**config.mk**
```make
export PLATFORM = sky130hd
export DESIGN_NAME = vending_fsm_multi
export DESIGN_NICKNAME = d
export VERILOG_FILES = /design/src/rtl/vending_fsm_multi.sv
export SDC_FILE = /design/constraint.sdc
export NUM_CORES = 1
export LEC_CHECK = 0
export BUFFER_PORTS_ARGS = -buffer_cell sky130_fd_sc_hd__buf_4
export CAP_MARGIN = 5
export CORE_UTILIZATION = 53
export DETAILED_ROUTE_END_ITERATION = 6
export GPL_TIMING_DRIVEN = 0
export HOLD_SLACK_MARGIN = 0.05
export PLACE_DENSITY = 0.77
export SLEW_MARGIN = 10
export SYNTH_ARGS = -nofsm -noshare
export SYNTH_HDL_FRONTEND = slang
export SYNTH_SLANG_ARGS = --single-unit
export TNS_END_PERCENT = 10
```
**constraint.sdc**
```tcl
create_clock -name i_clk -period 2.9 [get_ports i_clk]
set_clock_uncertainty 0.2 [all_clocks]
set_input_delay 0.58 -clock i_clk [delete_from_list [all_inputs] [get_ports i_clk]]
set_output_delay 0.58 -clock i_clk [all_outputs]
set_load 0.1 [all_outputs]
```
**src/rtl/vending_fsm_multi.sv**
```systemverilog
// -----------------------------------------------------------------------------
// vending_fsm_multi
//
// Purpose:
//   Multi-item vending controller. It accumulates credit from 5- and 10-unit
//   coin pulses up to a ceiling, vends one of NUM_ITEMS priced items, and
//   returns change or a cancel refund as a train of single-cycle 5-unit
//   change pulses. Every output is registered, so a response appears in the
//   cycle after the edge that sampled the request.
//
// State table:
//   state    | meaning
//   ---------+-------------------------------------------------------------
//   S_IDLE   | waiting for coins, a selection or a cancel
//   S_VEND   | one-cycle dispense of the latched item; price taken off credit
//   S_CHANGE | one 5-unit change pulse per cycle until credit reaches 0
//
// Ports:
//   i_clk           system clock, rising-edge active
//   i_reset         synchronous active-high reset
//   i_coin_5        single-cycle pulse, 5-unit coin inserted
//   i_coin_10       single-cycle pulse, 10-unit coin inserted
//   i_select        one-hot item request, one cycle wide
//   i_cancel        single-cycle pulse, refund all credit
//   o_dispense      one-cycle pulse per vend
//   o_item_id       vended item index while o_dispense=1, else 0
//   o_change        one cycle per returned 5-unit coin
//   o_credit        current credit
//   o_busy          high whenever the FSM is not idle
//   o_reject_coin   one-cycle pulse, a coin was refused
//   o_insufficient  one-cycle pulse, selection refused for low credit
// -----------------------------------------------------------------------------
module vending_fsm_multi #(
  parameter int                             NUM_ITEMS  = 4,
  parameter int                             PRICE_W    = 8,
  parameter logic [NUM_ITEMS*PRICE_W-1:0]   PRICES     = {8'd25, 8'd20, 8'd15, 8'd10},
  parameter int                             MAX_CREDIT = 50,
  parameter int                             ID_W       = 2
) (
  input  logic                 i_clk,
  input  logic                 i_reset,
  input  logic                 i_coin_5,
  input  logic                 i_coin_10,
  input  logic [NUM_ITEMS-1:0] i_select,
  input  logic                 i_cancel,
  output logic                 o_dispense,
  output logic [ID_W-1:0]      o_item_id,
  output logic                 o_change,
  output logic [PRICE_W-1:0]   o_credit,
  output logic                 o_busy,
  output logic                 o_reject_coin,
  output logic                 o_insufficient
);

  localparam logic [1:0] S_IDLE   = 2'd0;
  localparam logic [1:0] S_VEND   = 2'd1;
  localparam logic [1:0] S_CHANGE = 2'd2;

  // Coin arithmetic is done one bit wider than the credit register so the
  // ceiling check can never be fooled by a wrap.
  localparam logic [PRICE_W:0]   LP_FIVE_X  = (PRICE_W+1)'(5);
  localparam logic [PRICE_W:0]   LP_TEN_X   = (PRICE_W+1)'(10);
  localparam logic [PRICE_W:0]   LP_MAX_X   = (PRICE_W+1)'(MAX_CREDIT);
  localparam logic [PRICE_W-1:0] LP_FIVE    = PRICE_W'(5);

  logic [1:0]          r_state;
  logic [PRICE_W-1:0]  r_credit;
  logic [ID_W-1:0]     r_item;

  logic [1:0]          w_nxt_state;
  logic [PRICE_W-1:0]  w_nxt_credit;
  logic [ID_W-1:0]     w_nxt_item;
  logic                w_reject;
  logic                w_insufficient;

  logic                w_coin_any;
  logic [PRICE_W:0]    w_coin_sum;
  logic [PRICE_W:0]    w_credit_plus;
  logic                w_over_max;

  logic                w_sel_onehot;
  logic [ID_W-1:0]     w_sel_idx;
  logic [PRICE_W-1:0]  w_sel_price;
  logic [PRICE_W-1:0]  w_vend_price;
  logic [PRICE_W-1:0]  w_vend_rem;

  // ---------------------------------------------------------------------------
  // Coin sum and ceiling check
  // ---------------------------------------------------------------------------
  assign w_coin_any    = i_coin_5 | i_coin_10;
  assign w_coin_sum    = (i_coin_5  ? LP_FIVE_X : '0) +
                         (i_coin_10 ? LP_TEN_X  : '0);
  assign w_credit_plus = {1'b0, r_credit} + w_coin_sum;
  assign w_over_max    = (w_credit_plus > LP_MAX_X);

  // ---------------------------------------------------------------------------
  // Selection decode. A pattern with zero or several bits set is not a
  // request; x & (x-1) clears the lowest set bit, so it is zero only for
  // patterns with at most one bit set.
  // ---------------------------------------------------------------------------
  always_comb begin
    w_sel_onehot = (i_select != '0) &&
                   ((i_select & (i_select - NUM_ITEMS'(1))) == '0);
    w_sel_idx = '0;
    for (int i = 0; i < NUM_ITEMS; i++) begin
      if (i_select[i]) begin
        w_sel_idx = ID_W'(i);
      end
    end
  end

  // Price lookups use constant part-selects so no index can run off the end
  // of PRICES when NUM_ITEMS is not a power of two.
  always_comb begin
    w_sel_price  = '0;
    w_vend_price = '0;
    for (int i = 0; i < NUM_ITEMS; i++) begin
      if (w_sel_idx == ID_W'(i)) begin
        w_sel_price = PRICES[i*PRICE_W +: PRICE_W];
      end
      if (r_item == ID_W'(i)) begin
        w_vend_price = PRICES[i*PRICE_W +: PRICE_W];
      end
    end
  end

  assign w_vend_rem = r_credit - w_vend_price;

  // ---------------------------------------------------------------------------
  // Next-state logic
  // ---------------------------------------------------------------------------
  always_comb begin
    w_nxt_state    = r_state;
    w_nxt_credit   = r_credit;
    w_nxt_item     = r_item;
    w_reject       = 1'b0;
    w_insufficient = 1'b0;

    case (r_state)
      S_IDLE: begin
        if (i_cancel) begin
          // A coin arriving with a cancel is handed straight back.
          w_reject = w_coin_any;
          if (r_credit != '0) begin
            w_nxt_state = S_CHANGE;
          end
        end else if (w_coin_any) begin
          if (w_over_max) begin
            w_reject = 1'b1;
          end else begin
            w_nxt_credit = w_credit_plus[PRICE_W-1:0];
          end
        end else if (w_sel_onehot) begin
          if (r_credit >= w_sel_price) begin
            w_nxt_item  = w_sel_idx;
            w_nxt_state = S_VEND;
          end else begin
            w_insufficient = 1'b1;
          end
        end
      end

      S_VEND: begin
        w_reject     = w_coin_any;
        w_nxt_credit = w_vend_rem;
        w_nxt_state  = (w_vend_rem != '0) ? S_CHANGE : S_IDLE;
      end

      S_CHANGE: begin
        // The change pulse for the current credit is already on the output;
        // the last 5-unit pulse drops us back to idle with credit at zero.
        w_reject = w_coin_any;
        if (r_credit <= LP_FIVE) begin
          w_nxt_credit = '0;
          w_nxt_state  = S_IDLE;
        end else begin
          w_nxt_credit = r_credit - LP_FIVE;
        end
      end

      default: begin
        w_nxt_state  = S_IDLE;
        w_nxt_credit = '0;
      end
    endcase
  end

  // ---------------------------------------------------------------------------
  // State and registered outputs. Outputs are derived from the next state so
  // that they line up with the state they describe.
  // ---------------------------------------------------------------------------
  always_ff @(posedge i_clk) begin
    if (i_reset) begin
      r_state        <= S_IDLE;
      r_credit       <= '0;
      r_item         <= '0;
      o_dispense     <= 1'b0;
      o_item_id      <= '0;
      o_change       <= 1'b0;
      o_busy         <= 1'b0;
      o_reject_coin  <= 1'b0;
      o_insufficient <= 1'b0;
    end else begin
      r_state        <= w_nxt_state;
      r_credit       <= w_nxt_credit;
      r_item         <= w_nxt_item;
      o_dispense     <= (w_nxt_state == S_VEND);
      o_item_id      <= (w_nxt_state == S_VEND) ? w_nxt_item : '0;
      o_change       <= (w_nxt_state == S_CHANGE);
      o_busy         <= (w_nxt_state != S_IDLE);
      o_reject_coin  <= w_reject;
      o_insufficient <= w_insufficient;
    end
  end

  assign o_credit = r_credit;

endmodule
```
After elaboration in Yosys (flattened, before gate mapping)
Cells that the tools add are included.
{"block": "word_totals", "ff_bits": 19, "input_bits": 9, "out_inout_bits": 15, "word_cells": 84}
{"block": "classes", "add_sub_neg": 5, "n_lt_le_gt_ge": 3, "eq_ne": 13, "n_mux": 36, "bitwise_logic": 5, "reduce_logical": 13}
{"cell": "8-bit two-way mux", "n": 10}
{"cell": "2-bit two-way mux", "n": 14}
{"cell": "8-bit one-hot mux with 3 select lines", "n": 1}
{"cell": "8-bit nonzero test", "n": 2}
{"cell": "2-bit == test (second input constant)", "n": 6}
{"cell": "4-bit two-way mux", "n": 3}
{"cell": "8-bit by 5-bit adder with 9-bit output", "n": 1}
{"cell": "9-bit by 6-bit greater-than comparator with 1-bit output (second input constant)", "n": 1}
{"cell": "2-bit by 1-bit == test with 1-bit output (second input constant)", "n": 4}
{"cell": "8-bit >= comparator", "n": 1}
{"cell": "8-bit by 3-bit less-or-equal comparator with 1-bit output (second input constant)", "n": 1}
{"cell": "8-bit by 3-bit subtractor with 8-bit output (second input constant)", "n": 1}
{"cell": "8-bit subtractor", "n": 1}
{"cell": "2-bit logical NOT", "n": 3}
{"cell": "2-bit != test (second input constant)", "n": 3}
{"cell": "2-bit one-hot mux with 3 select lines", "n": 1}
{"cell": "3-bit by 4-bit adder with 5-bit output", "n": 1}
{"cell": "1-bit two-way mux", "n": 5}
{"cell": "5-bit OR reduction", "n": 1}
{"cell": "4-bit AND", "n": 1}
{"cell": "4-bit logical NOT", "n": 1}
{"cell": "4-bit nonzero test", "n": 1}
{"cell": "2-bit OR reduction", "n": 2}
{"cell": "4-bit by 1-bit subtractor with 4-bit output (second input constant)", "n": 1}
{"cell": "7 further kinds", "n": 9}

Depth between registers and ports, before layout
{"block": "depth", "depth_word": 17, "mapped_depth": 11, "depth_no_buf": 11}

Worst setup path after synthesis
No wires, ideal clock.
{"block": "synth_path", "kind": "register -> register", "from": "register r_credit[0] (netlist: o_credit[0])", "to": "register o_change", "setup_ns": 0.115, "t_arrival_ns": 3.077, "slack_ns": -0.493, "path_stages_with_launch": 10, "path_buffers": 0, "cell_sequence": "dfxtp_1 -> inv_1 -> ha_1 -> inv_1 -> fa_1 -> nor4_1 -> o22ai_1 -> a211o_1 -> a211o_1 -> and3_1"}
{"block": "synth_between", "elab_chain_cells": 7, "word_cells_on_any_way": 14, "cone_classes": "add/sub (1); order compare (2); eq/ne (1); mux (8); reduce/logical (2)"}
{"element": "from (decl)", "line": "67", "source": "logic [PRICE_W-1:0] r_credit;"}
{"element": "from (signal assigned)", "line": "205", "source": "r_credit <= w_nxt_credit;"}
{"element": "8-bit >= comparator", "line": "154", "source": "if (r_credit >= w_sel_price) begin"}
{"element": "2-bit two-way mux", "line": "154"}
{"element": "2-bit two-way mux", "line": "153", "source": "end else if (w_sel_onehot) begin"}
{"element": "2-bit two-way mux", "line": "147", "source": "end else if (w_coin_any) begin"}
{"element": "2-bit two-way mux", "line": "141", "source": "if (i_cancel) begin"}
{"element": "2-bit one-hot mux with 3 select lines (*)", "line": "139", "source": "case (r_state)"}
{"element": "2-bit == test (*)", "line": "209", "source": "o_change <= (w_nxt_state == S_CHANGE);"}
{"element": "to (signal assigned)", "line": "209"}
{"element": "to (decl)", "line": "48", "source": "output logic o_change,"}
Every way passes the cells marked *; elsewhere a longest branch is shown, timed or not.
A chain may end at the register's enable or synchronous reset.

Worst setup path after layout
{"block": "layout_path", "from": "register r_item[0]", "to": "register o_change"}
{"block": "layout_between", "elab_chain_cells": 10, "word_cells_on_any_way": 13, "cone_classes": "add/sub (1); eq/ne (4); mux (6); reduce/logical (2)"}
{"element": "from (decl)", "line": "68", "source": "logic [ID_W-1:0] r_item;"}
{"element": "from (signal assigned)", "line": "206", "source": "r_item <= w_nxt_item;"}
{"element": "2-bit logical NOT", "line": "121", "source": "if (r_item == ID_W'(i)) begin"}
{"element": "4-bit two-way mux", "line": "121"}
{"element": "8-bit two-way mux (2 in series)", "line": "121"}
{"element": "8-bit two-way mux (*)", "line": "121"}
{"element": "8-bit subtractor (*)", "line": "127", "source": "assign w_vend_rem = r_credit - w_vend_price;"}
{"element": "8-bit nonzero test (*)", "line": "166", "source": "w_nxt_state = (w_vend_rem != '0) ? S_CHANGE : S_IDLE;"}
{"element": "2-bit two-way mux (*)", "line": "166"}
{"element": "2-bit one-hot mux with 3 select lines (*)", "line": "139"}
{"element": "2-bit == test (*)", "line": "209"}
Marked as above.

==> flow_metrics.tcl <==
set metrics [dict create \
    outcome "finished with violations" \
    violations "setup timing" \
    crit_fanout 4 \
    drive_gt1_share_pct 28.83 \
    min_path_type "register to register" \
    reg2reg_slack_ps -20 \
    cpLargestDelayFamily "compound AO/OA/AOI/OAI gates" \
    hold_violations 0 \
    max_freq_mhz 343.0 \
    htree_num_levels 1 \
    mappedNetlistNets 276 \
    antenna_found_initial 0 \
    crit_path_frequent_cell "a211o_1" \
    slowest_stage "fa_2" \
    place_area_um2 2225 \
    synth_edf_count 0 \
    fillers 308 \
    rsz0062_at_grt "true" \
    cts_sinks 19 \
    place_hpwl_um 3968 \
    wl_um 5461 \
    synth-seq-cells 19 \
    grt.met1_usage_pct 36.96 \
    io_buffers 23 \
    crit_path_start_kind "register" \
    setup_ws_ps -15.08 \
    ys_top_cells_by_area "dfxtp_1 (19%), ha_1 (16%), nor2_1 (4.2%)" \
    grtUsageTotal_pct 28.04 \
    yosysTopAreaCell "dfxtp_1" \
    coreArea_um2 3468 \
    grt_pass1_wl_um 8687 \
    hold_path.startpoint "o_credit[3]" \
    grt_overflow 0 \
    worstSetupPathType "register to register" \
    final_cell_area_um2 2496 \
    min_period_ps 2915 \
    syn_area_um2 1982 \
    ys_seq_area_share_pct 19.19 \
    clockBufferDepth 2 \
    synth_flop_cell "dfxtp_1" \
    synth_warnings 0 \
    r2r-end "o_change" \
    routed_via_density 6.159 \
    boundaryPins 24 \
    use_met3_pct 7.246 \
    synth_compound_area_share_pct 26.96 \
    path_clk_slew_ps 80 \
    async_flop_share_pct 0 \
    finalSetupViolCount 1 \
    drc 0 \
    critPathBufInv 1 \
    vdd_drop_max_v 0.0006814 \
    numCtsBuffers 3 \
    power_density_nw_per_um2 936.6 \
    dp_slack_ps -370.1 \
    wire_per_inst_um 16.70 \
    die_area_um2 3988 \
    final_common_cell "buf_4" \
    leakage_nw 1.116 \
    fp.dieH_um 63.15 \
    fin_cells 327 \
    area_growth_pct 25.95 \
    start_util_pct 57.14 \
    vias 2014 \
    max_stage_delay_ps 380 \
    cts_tree "yes" \
    post-route-period-util_pct 100.5 \
    min_to "o_credit[3]" \
    tightest_slew_ps 597.5 \
    postLayoutCoreUtil_pct 71.97 \
    maxSlewHeadroom_pct 60.02 \
    drv_cap 0 \
    layout_common_cells "buf_4 (36), ha_1 (23), nor2_1 (21)" \
    synth-simple-area-share_pct 19.00 \
    gp_congestion 0.9133 \
    crit_chain "inv_2, ha_4, nor2_4, o21ai_2, fa_2, a21o_1, a211oi_2, a31oi_1, a211o_1, a211o_1, and3_1" \
    slew_violations 0 \
    grt_pass1_vias 1899 \
    synth-adder-area-share_pct 18.43 \
    crit_cells 11 \
    critPathArrivalTime_ps 2880 \
    clock_latency_ps 260 \
    worst_r2r_startpoint "r_item[0]" \
    use_met2_pct 42.47 \
    cp.required_ps 2860 \
    synth_mux_area_share_pct 5.619 \
    num_antenna_cells 0 \
    hold_path_depth 2 \
    synth_top_area_share_pct 19.19 \
    drt-initial-drc-count 109 \
    ant_nets 0 \
    dr.pass1.iters 6 \
    synth_top_family_by_area "compound AO/OA/AOI/OAI gates" \
    grt_start_max_net_pins 12 \
    cts_hold_buffers 0 \
    rows 21 \
    reg2reg_depth 11 \
    final_nets 319 \
    avgSynthCellArea_um2 8.292 \
    dp_cells 308 \
    synth_xor_area_share_pct 5.303 \
    synth_cell_type_count 55 \
    critPathCaptureType "register" \
    grt.busiest_layer "met2" \
    postSynthCellCount 239 \
    cts_root_buffer "clkbuf_8" \
    die_w_um 63.15 \
]
through the flow:
stage	TNS (ps)	hold WS (ps)	power, mW
2_1_floorplan	-106.2	356.4	1.625
3_3_place_gp	-3689	387.8	1.934
3_5_place_dp	-3663	409.3	1.954
4_1_cts	-70.96	420.4	2.230
5_1_grt	-229.5	451.1	2.485
6_report	-15.08	414.9	2.338
sequential cells by signal, indices dropped and copies added (netlist names):
| signal | cells |
|---|---|
| o_change | 1 |
| o_reject_coin | 1 |
| o_dispense | 1 |
| o_busy | 1 |
| o_credit | 8 |
| r_item | 2 |
| o_insufficient | 1 |
| r_state | 2 |
| o_item_id | 2 |
cell usage after synthesis, drive strengths merged (4+ instances only):
cell type	count
a21oi	8
inv	20
nor3	6
a211oi	6
xnor2	6
dfxtp	19
nand2	14
nor2b	5
xor2	6
ha	26
mux2	5
nand3	8
mux2i	4
nand2b	7
clkbuf	5
nor2	22
o21ai	14
cell families (layout without fill, tap and decap cells):
group,count (synthesis),after routing
AND/OR/NAND/NOR,74,74
AO/OA/AOI/OAI,69,69
adder cells (fa/ha/maj),28,28
buffers and inverters,28,70
flip-flops,19,19
XOR/XNOR,12,12
multiplexers,9,9
worst max-delay path by stage:
stage | from | end
after global placement | i_coin_5 | o_credit[2]
final | r_item[0] | o_change
after detailed placement | i_coin_5 | o_credit[2]
after global routing | r_item[0] | o_change
after CTS | i_coin_5 | o_credit[6]
after floorplan | i_coin_5 | o_credit[2]
area by class of cell:
type	instances	area (um^2)	area share (%)
Buffer	8	33.78	1.353
Clock buffer	3	41.29	1.654
Clock inverter	1	5.005	0.2005
Inverter	20	78.83	3.158
Multi-Input combinational cell	192	1589	63.66
Sequential cell	19	394.1	15.79
Tap cell	46	57.56	2.306
Timing Repair Buffer	38	296.5	11.88
where the power goes:
part	total, mW	switching, mW	internal, mW
sequential	0.432	0.105	0.326
combinational	1.71	1.08	0.631
clock	0.194	0.0977	0.0959
tightest hold or removal path, stage by stage (launching register included):
cell and delay (ps):
dfxtp_2 410, nand2b_1 100, mux2i_1 70
layer usage:
| layer | vias to the layer above | wire [um] |
|---|---|---|
| met2 | 84 | 2533 |
| met1 | 949 | 2341 |
| met3 | 15 | 443 |
| met4 | 0 | 142 |
| li1 | 966 | - |
| met5 | - | 0 |
what timing repair did:
| item | CTS | global route |
|---|---|---|
| setup buffers | 12 | 3 |
| endpoints found under the setup margin | 11 | 15 |
| resized for setup | 14 | 13 |
| pin swaps | 13 | 9 |
| cloned | 0 | 0 |
| hold endpoints to repair | 0 | 0 |
(Power assumes the default switching activity.)
